[config.mk]
export PLATFORM = sky130hd
export DESIGN_NAME = prog_func_mux
export DESIGN_NICKNAME = d
export VERILOG_FILES = /design/src/rtl/prog_func_mux_pkg.sv /design/src/rtl/prog_func_mux_mux4x1.sv /design/src/rtl/prog_func_mux.sv
export SDC_FILE = /design/constraint.sdc
export NUM_CORES = 1
export LEC_CHECK = 0
export BUFFER_PORTS_ARGS = -buffer_cell sky130_fd_sc_hd__buf_2
export CORE_MARGIN = 1
export CORE_UTILIZATION = 62
export CTS_CLUSTER_DIAMETER = 30
export CTS_CLUSTER_SIZE = 14
export DETAILED_ROUTE_END_ITERATION = 8
export HOLD_SLACK_MARGIN = 0.05
export PLACE_DENSITY = 0.89
export SYNTH_ARGS = -nofsm -noshare
export SYNTH_HDL_FRONTEND = slang
export SYNTH_HIERARCHICAL = 1
export SYNTH_SLANG_ARGS = --single-unit
[constraint.sdc]
create_clock -name clk -period 6.4 [get_ports clk]
set_input_delay 0.32 -clock clk [delete_from_list [all_inputs] [get_ports clk]]
set_output_delay 0.32 -clock clk [all_outputs]
set_load 0.005 [all_outputs]
[src/rtl/prog_func_mux_pkg.sv]
// Shared FSM state type, NVAR limits and lookup-tree geometry helpers.
package prog_func_mux_pkg;

  localparam int unsigned NVAR_MIN = 2;
  localparam int unsigned NVAR_MAX = 8;

  typedef enum logic [1:0] {
    ST_IDLE  = 2'd0,
    ST_LOAD  = 2'd1,
    ST_SWEEP = 2'd2
  } state_t;

  // Mux stages: one 4:1 per variable pair, plus a leading 2:1 for odd NVAR.
  function automatic int unsigned stg_num(input int unsigned nvar);
    return nvar / 2 + nvar % 2;
  endfunction

  // Select bits consumed once stage s has been applied (stage 0 is the table).
  function automatic int unsigned stg_bits(input int unsigned nvar, input int unsigned s);
    if (s == 0) return 0;
    if (nvar % 2 == 1) return 2 * s - 1;
    return 2 * s;
  endfunction

  // Lowest select bit used by stage s (s >= 1).
  function automatic int unsigned stg_lsb(input int unsigned nvar, input int unsigned s);
    if (nvar % 2 == 1) return (s == 1) ? 0 : 2 * s - 3;
    return 2 * (s - 1);
  endfunction

endpackage

[src/rtl/prog_func_mux_mux4x1.sv]
// 4:1 mux leaf of the truth-table lookup tree.
module mux4x1 (
  input  logic [3:0] d,
  input  logic [1:0] s,
  output logic       y
);

  assign y = d[s];

endmodule

[src/rtl/prog_func_mux.sv]
// Programmable NVAR-input boolean function: serial truth-table load, live
// registered lookup on sel, and an exhaustive sweep of all minterms.
module prog_func_mux
  import prog_func_mux_pkg::*;
#(
  parameter int unsigned NVAR  = 4,
  parameter int unsigned TBL_W = 2 ** NVAR
) (
  input  logic            clk,
  input  logic            rst,
  input  logic            cfg_start,
  input  logic            cfg_valid,
  input  logic            cfg_bit,
  output logic            cfg_ready,
  input  logic [NVAR-1:0] sel,
  output logic            y,
  input  logic            sweep_start,
  output logic            sweep_valid,
  output logic [NVAR-1:0] sweep_idx,
  output logic            sweep_y,
  output logic            sweep_done,
  output logic            busy,
  output logic            table_ok
);

  localparam int unsigned       NST  = stg_num(NVAR);
  localparam logic [NVAR-1:0]   LAST = NVAR'(TBL_W - 1);

  if (NVAR < NVAR_MIN || NVAR > NVAR_MAX) begin : g_bad_nvar
    $error("prog_func_mux: NVAR out of range");
  end

  state_t            state, state_nxt;
  logic [TBL_W-1:0]  act_tbl, act_d;
  logic [TBL_W-1:0]  shd_tbl, shd_d;
  logic [NVAR-1:0]   bit_cnt, bit_cnt_d;
  logic [NVAR-1:0]   sweep_idx_d;
  logic              sweep_valid_d, sweep_done_d, sweep_y_d;
  logic              cfg_ready_d, busy_d, table_ok_d, y_d;
  logic              look_sel, look_sweep;
  logic              accept, last_bit;

  assign accept   = cfg_valid & cfg_ready;
  assign last_bit = (bit_cnt == LAST);

  // State register
  always_ff @(posedge clk or posedge rst) begin
    if (rst) state <= ST_IDLE;
    else     state <= state_nxt;
  end

  // Next-state logic
  always_comb begin
    state_nxt = state;
    case (state)
      ST_IDLE: begin
        if (cfg_start)        state_nxt = ST_LOAD;
        else if (sweep_start) state_nxt = ST_SWEEP;
      end
      ST_LOAD:  if (accept && last_bit)  state_nxt = ST_IDLE;
      ST_SWEEP: if (sweep_idx == LAST)   state_nxt = ST_IDLE;
      default:  state_nxt = ST_IDLE;
    endcase
  end

  // Output and datapath next values
  always_comb begin
    cfg_ready_d   = (state_nxt == ST_LOAD);
    busy_d        = (state_nxt != ST_IDLE);
    sweep_valid_d = 1'b0;
    sweep_idx_d   = '0;
    sweep_done_d  = 1'b0;
    bit_cnt_d     = bit_cnt;
    shd_d         = shd_tbl;
    act_d         = act_tbl;
    table_ok_d    = table_ok;
    case (state)
      ST_IDLE: begin
        if (cfg_start) bit_cnt_d = '0;
        else if (sweep_start) sweep_valid_d = 1'b1;
      end
      ST_LOAD: begin
        if (accept) begin
          shd_d[bit_cnt] = cfg_bit;
          if (last_bit) begin
            act_d      = shd_d;
            table_ok_d = 1'b1;
            bit_cnt_d  = '0;
          end else begin
            bit_cnt_d  = bit_cnt + NVAR'(1);
          end
        end
      end
      ST_SWEEP: begin
        if (sweep_idx != LAST) begin
          sweep_valid_d = 1'b1;
          sweep_idx_d   = sweep_idx + NVAR'(1);
          sweep_done_d  = (sweep_idx_d == LAST);
        end
      end
      default: ;
    endcase
  end

  assign y_d       = look_sel;
  assign sweep_y_d = sweep_valid_d & look_sweep;

  // Registered outputs and tables
  always_ff @(posedge clk or posedge rst) begin
    if (rst) begin
      act_tbl     <= '0;
      shd_tbl     <= '0;
      bit_cnt     <= '0;
      table_ok    <= 1'b0;
      y           <= 1'b0;
      cfg_ready   <= 1'b0;
      busy        <= 1'b0;
      sweep_valid <= 1'b0;
      sweep_idx   <= '0;
      sweep_y     <= 1'b0;
      sweep_done  <= 1'b0;
    end else begin
      act_tbl     <= act_d;
      shd_tbl     <= shd_d;
      bit_cnt     <= bit_cnt_d;
      table_ok    <= table_ok_d;
      y           <= y_d;
      cfg_ready   <= cfg_ready_d;
      busy        <= busy_d;
      sweep_valid <= sweep_valid_d;
      sweep_idx   <= sweep_idx_d;
      sweep_y     <= sweep_y_d;
      sweep_done  <= sweep_done_d;
    end
  end

  // Two lookup trees over the active table: live sel and next sweep index.
  for (genvar p = 0; p < 2; p++) begin : g_look
    logic [NVAR-1:0] idx;
    if (p == 0) begin : g_idx_sel
      assign idx = sel;
    end else begin : g_idx_sweep
      assign idx = sweep_idx_d;
    end

    for (genvar s = 0; s <= NST; s++) begin : g_stg
      localparam int unsigned W = 1 << (NVAR - stg_bits(NVAR, s));
      logic [W-1:0] n;
      if (s == 0) begin : g_leaf
        assign n = act_tbl;
      end else if (NVAR % 2 == 1 && s == 1) begin : g_m2
        for (genvar j = 0; j < W; j++) begin : g_j
          assign n[j] = idx[0] ? g_stg[s-1].n[2*j+1] : g_stg[s-1].n[2*j];
        end
      end else begin : g_m4
        localparam int unsigned LSB = stg_lsb(NVAR, s);
        for (genvar j = 0; j < W; j++) begin : g_j
          mux4x1 u_mux (
            .d (g_stg[s-1].n[4*j +: 4]),
            .s (idx[LSB +: 2]),
            .y (n[j])
          );
        end
      end
    end

    if (p == 0) begin : g_out_sel
      assign look_sel = g_stg[NST].n[0];
    end else begin : g_out_sweep
      assign look_sweep = g_stg[NST].n[0];
    end
  end

endmodule

==> results by group <==
Run status
  – Status: completed

Worst setup path
  – Start of the worst register-to-register path: sweep_idx[0]
  – CP max stage delay: 570 ps
  – Worst r2r path cells: 7
  – Kind of critical path: flip-flop to flip-flop
  – CP most frequent cell: mux4_2
  – CP max FO: 8
  – R2r endpoint: sweep_y
  – Critical path cell sequence: ha_1, and3_1, or2_2, nor2_1, mux4_2, mux4_2, and2_1
  – Crit path buffers/inverters: 0
  – Critical Path Start: sweep_idx[0]
  – CP delay by family, top: simple AND/OR/NAND/NOR gates
  – Reg-to-reg slack, setup: 3400 ps
  – CP Launch Type: flip-flop
  – CP max-delay cell: mux4_2
  – CP Data Required Time: 6590 ps
  – Worst endpoint data arrival time: 3190 ps
  – CP endpoint kind: flip-flop

Synthesis
  – Top cells by area, synth: dfrtp_1 (48%), mux4_2 (9.1%), o21ai_0 (7.7%)
  – Count leader, synth: dfrtp_1
  – Synth warn: 6
  – Syn_nets: 241
  – Fraction of registers with async set/reset: 1.00
  – EDFF count, synth: 0
  – #FFs+latches synth: 48
  – Avg Inst Size Synth: 11.0 µm²
  – Synth Cell Area: 0.00248 mm²
  – Most instantiated cells after synthesis: dfrtp_1 (48), o21ai_0 (38), mux2i_1 (16), nand2_1 (16)
  – Synth Flop Type: dfrtp_1
  – Synth unique cells: 39
  – Yosys top cell area share: 0.484
  – Leading area contributor after synthesis: dfrtp_1
  – Synth Instances: 225
  – Sequential area share after synthesis: 0.484

STA
  – Slew Limit Fails: 0
  – Max Clock Skew: 9.68 ps
  – Final Hold Viols: 0
  – Final worst slack: 3400 ps
  – Slew margin rel.: 0.345
  – Tightest Pin Transition: 981 ps
  – Final setup fails: 0
  – RSZ-0062 raised after global routing: false
  – Max Clock Freq: 0.334 GHz
  – Period utilization: 0.468
  – Post-route setup TNS: 0 ps
  – Final worst path period need: 3000 ps

Floorplanning
  – # rows: 22
  – Core Box Area: 0.00374 mm²
  – Die Height: 65.3 µm
  – Starting Density: 0.663
  – Die ar.: 0.00426 mm²
  – Top-Level Pins: 21
  – Die W: 65.3 µm

Global route
  – Initial antenna violation count: 0
  – Total GRT Usage: 0.259
  – Pin count of the biggest net entering global routing: 49
  – Vias in the first global route: 1,735
  – Total congestion overflow: 0
  – First-pass GRT wire length: 8110 µm

Min path
  – Hold Path Class: primary input to async pin

Layout
  – # diodes: 0
  – Reg area: 0.00120 mm²
  – Multi-input gate area: 0.00116 mm²
  – Final #Nets: 253
  – Share of cells above drive strength 1: 0.185
  – Area Growth Syn to Fin: 6.80%
  – Filler Cell Count: 280
  – Finished Cell Area: 0.00265 mm²
  – Final Non-Filler Cells: 286

Power and ir drop
  – Power Density: 304 mW/mm²
  – Sequential share of power: 0.500
  – Pint: 0.000526 W
  – Peak supply drop: 0.184 mV
  – Static leakage: 1.22 nW
  – Tot Pwr: 0.000806 W
  – Logic pwr share: 0.268
  – NetSw: 0.000280 W
  – Clock Power Share: 0.232
  – Net Sw Frac: 0.347

Detailed routing
  – Via count: 1,810
  – Initial DRC Count: 130
  – Avg WL per Cell: 17.6 µm
  – Drt pass-1 iters: 4
  – Routed Antenna Nets: 0
  – DR DRC count: 0
  – Vias per cell: 6.33
  – Final wirelength: 5040 µm

Placed design
  – Port Buf Inserts: 20
  – Placed instance area: 0.00256 mm²
  – Hpwl dp: 3470 µm
  – Dpl ws: 3410 ps
  – RD Place Congestion: 0.882
  – Post-placement cell count: 278

CTS
  – CTS Sinks: 48
  – Post-CTS sizing: 0
  – # Post-CTS Setup Buffers: 0
  – Clock latency on the worst-skew pair: 310 ps
  – CTS H-Tree Depth: 2
  – Cts hold-fix bufs: 0
  – Num CTS Buffers: 5
  – Root buf cell: clkbuf_8
  – Worst-path clk slew: 90 ps
  – Maximum root-to-sink buffer count: 2
  – TritonCTS clock tree: yes

Run
  – Maxcap violations: 0
-- metrics by stage --
stage                util  hold slack (ps)
floorplan               -              449
global placement    0.683              453
detailed placement  0.683              451
CTS                 0.708              262
global route        0.708              293
finish              0.708              235
-- cell families after synthesis --
kind of cell / synth area share
and+or+nand+nor: 0.129
adders and majority gates: 0.0302
AOI/OAI and AO/OA: 0.139
DFF: 0.484
xor gates and xnor gates: 0.00353
buffers and inverters: 0.0494
muxes: 0.166
-- cells in the final DEF, fill, tap and decap left out, types with 2 or more instances in the layout --
cell,Yosys,routed
a21oi_1,3,3
o31ai_1,3,3
ha_1,6,6
o21ai_0,38,38
nor3_1,2,2
nand2b_1,3,3
dfrtp_1,48,48
clkbuf_8,0,6
mux2i_1,16,16
nand3b_1,9,9
buf_2,5,20
nand3_1,6,6
mux4_2,10,10
nor2b_1,2,2
o21ai_1,10,10
nand2_1,16,16
inv_1,8,7
nor3b_1,4,4
nand4b_1,2,2
nor2_1,5,5
and3_1,2,2
-- power by group through the flow --
stage	combinational [W]	clock (W)	sequential (W)
2_1_floorplan	0.000188	0	0.000381
3_3_place_gp	0.000205	0	0.000403
3_5_place_dp	0.000214	0	0.000408
4_1_cts	0.000217	0.000188	0.000403
5_1_grt	0.000242	0.000198	0.000410
6_report	0.000216	0.000187	0.000403
-- metal layers --
layer	routed length, µm	global-route usage	up-vias	part of all wire
li1	-	-	841	-
met1	2110	0.326	887	0.42
met2	2500	0.432	66	0.50
met3	273	0.0486	16	0.054
met4	150	0.120	0	0.030
met5	0	0	-	0
-- cell type report --
class,count,area share
clock buffers,7,0.0326
clock inverters,1,0.00283
inverters,8,0.0113
multi-input cells,153,0.437
flip-flops and latches,48,0.453
well taps,48,0.0227
repair buffers,21,0.0406
-- worst register-to-register path: stages (launching register included) --
cell,delay (ps)
dfrtp_1,450
ha_1,300
and3_1,230
or2_2,290
nor2_1,440
mux4_2,570
mux4_2,460
and2_1,150
-- registers in the layout, indices dropped and copies added (netlist names) --
name         flops
act_tbl         16
shd_tbl         15
bit_cnt          4
sweep_idx        4
state            2
busy             1
cfg_ready        1
sweep_done       1
sweep_valid      1
sweep_y          1
table_ok         1
y                1
-- worst max-delay path by stage --
stage	endpoint	slack, ps	cells after the start
floorplan	sweep_y	3610	7
global placement	sweep_y	3510	7
detailed placement	sweep_y	3410	7
CTS	sweep_y	3400	7
global route	sweep_y	3210	7
finish	sweep_y	3400	7
Power figures use the tool's default switching activity.
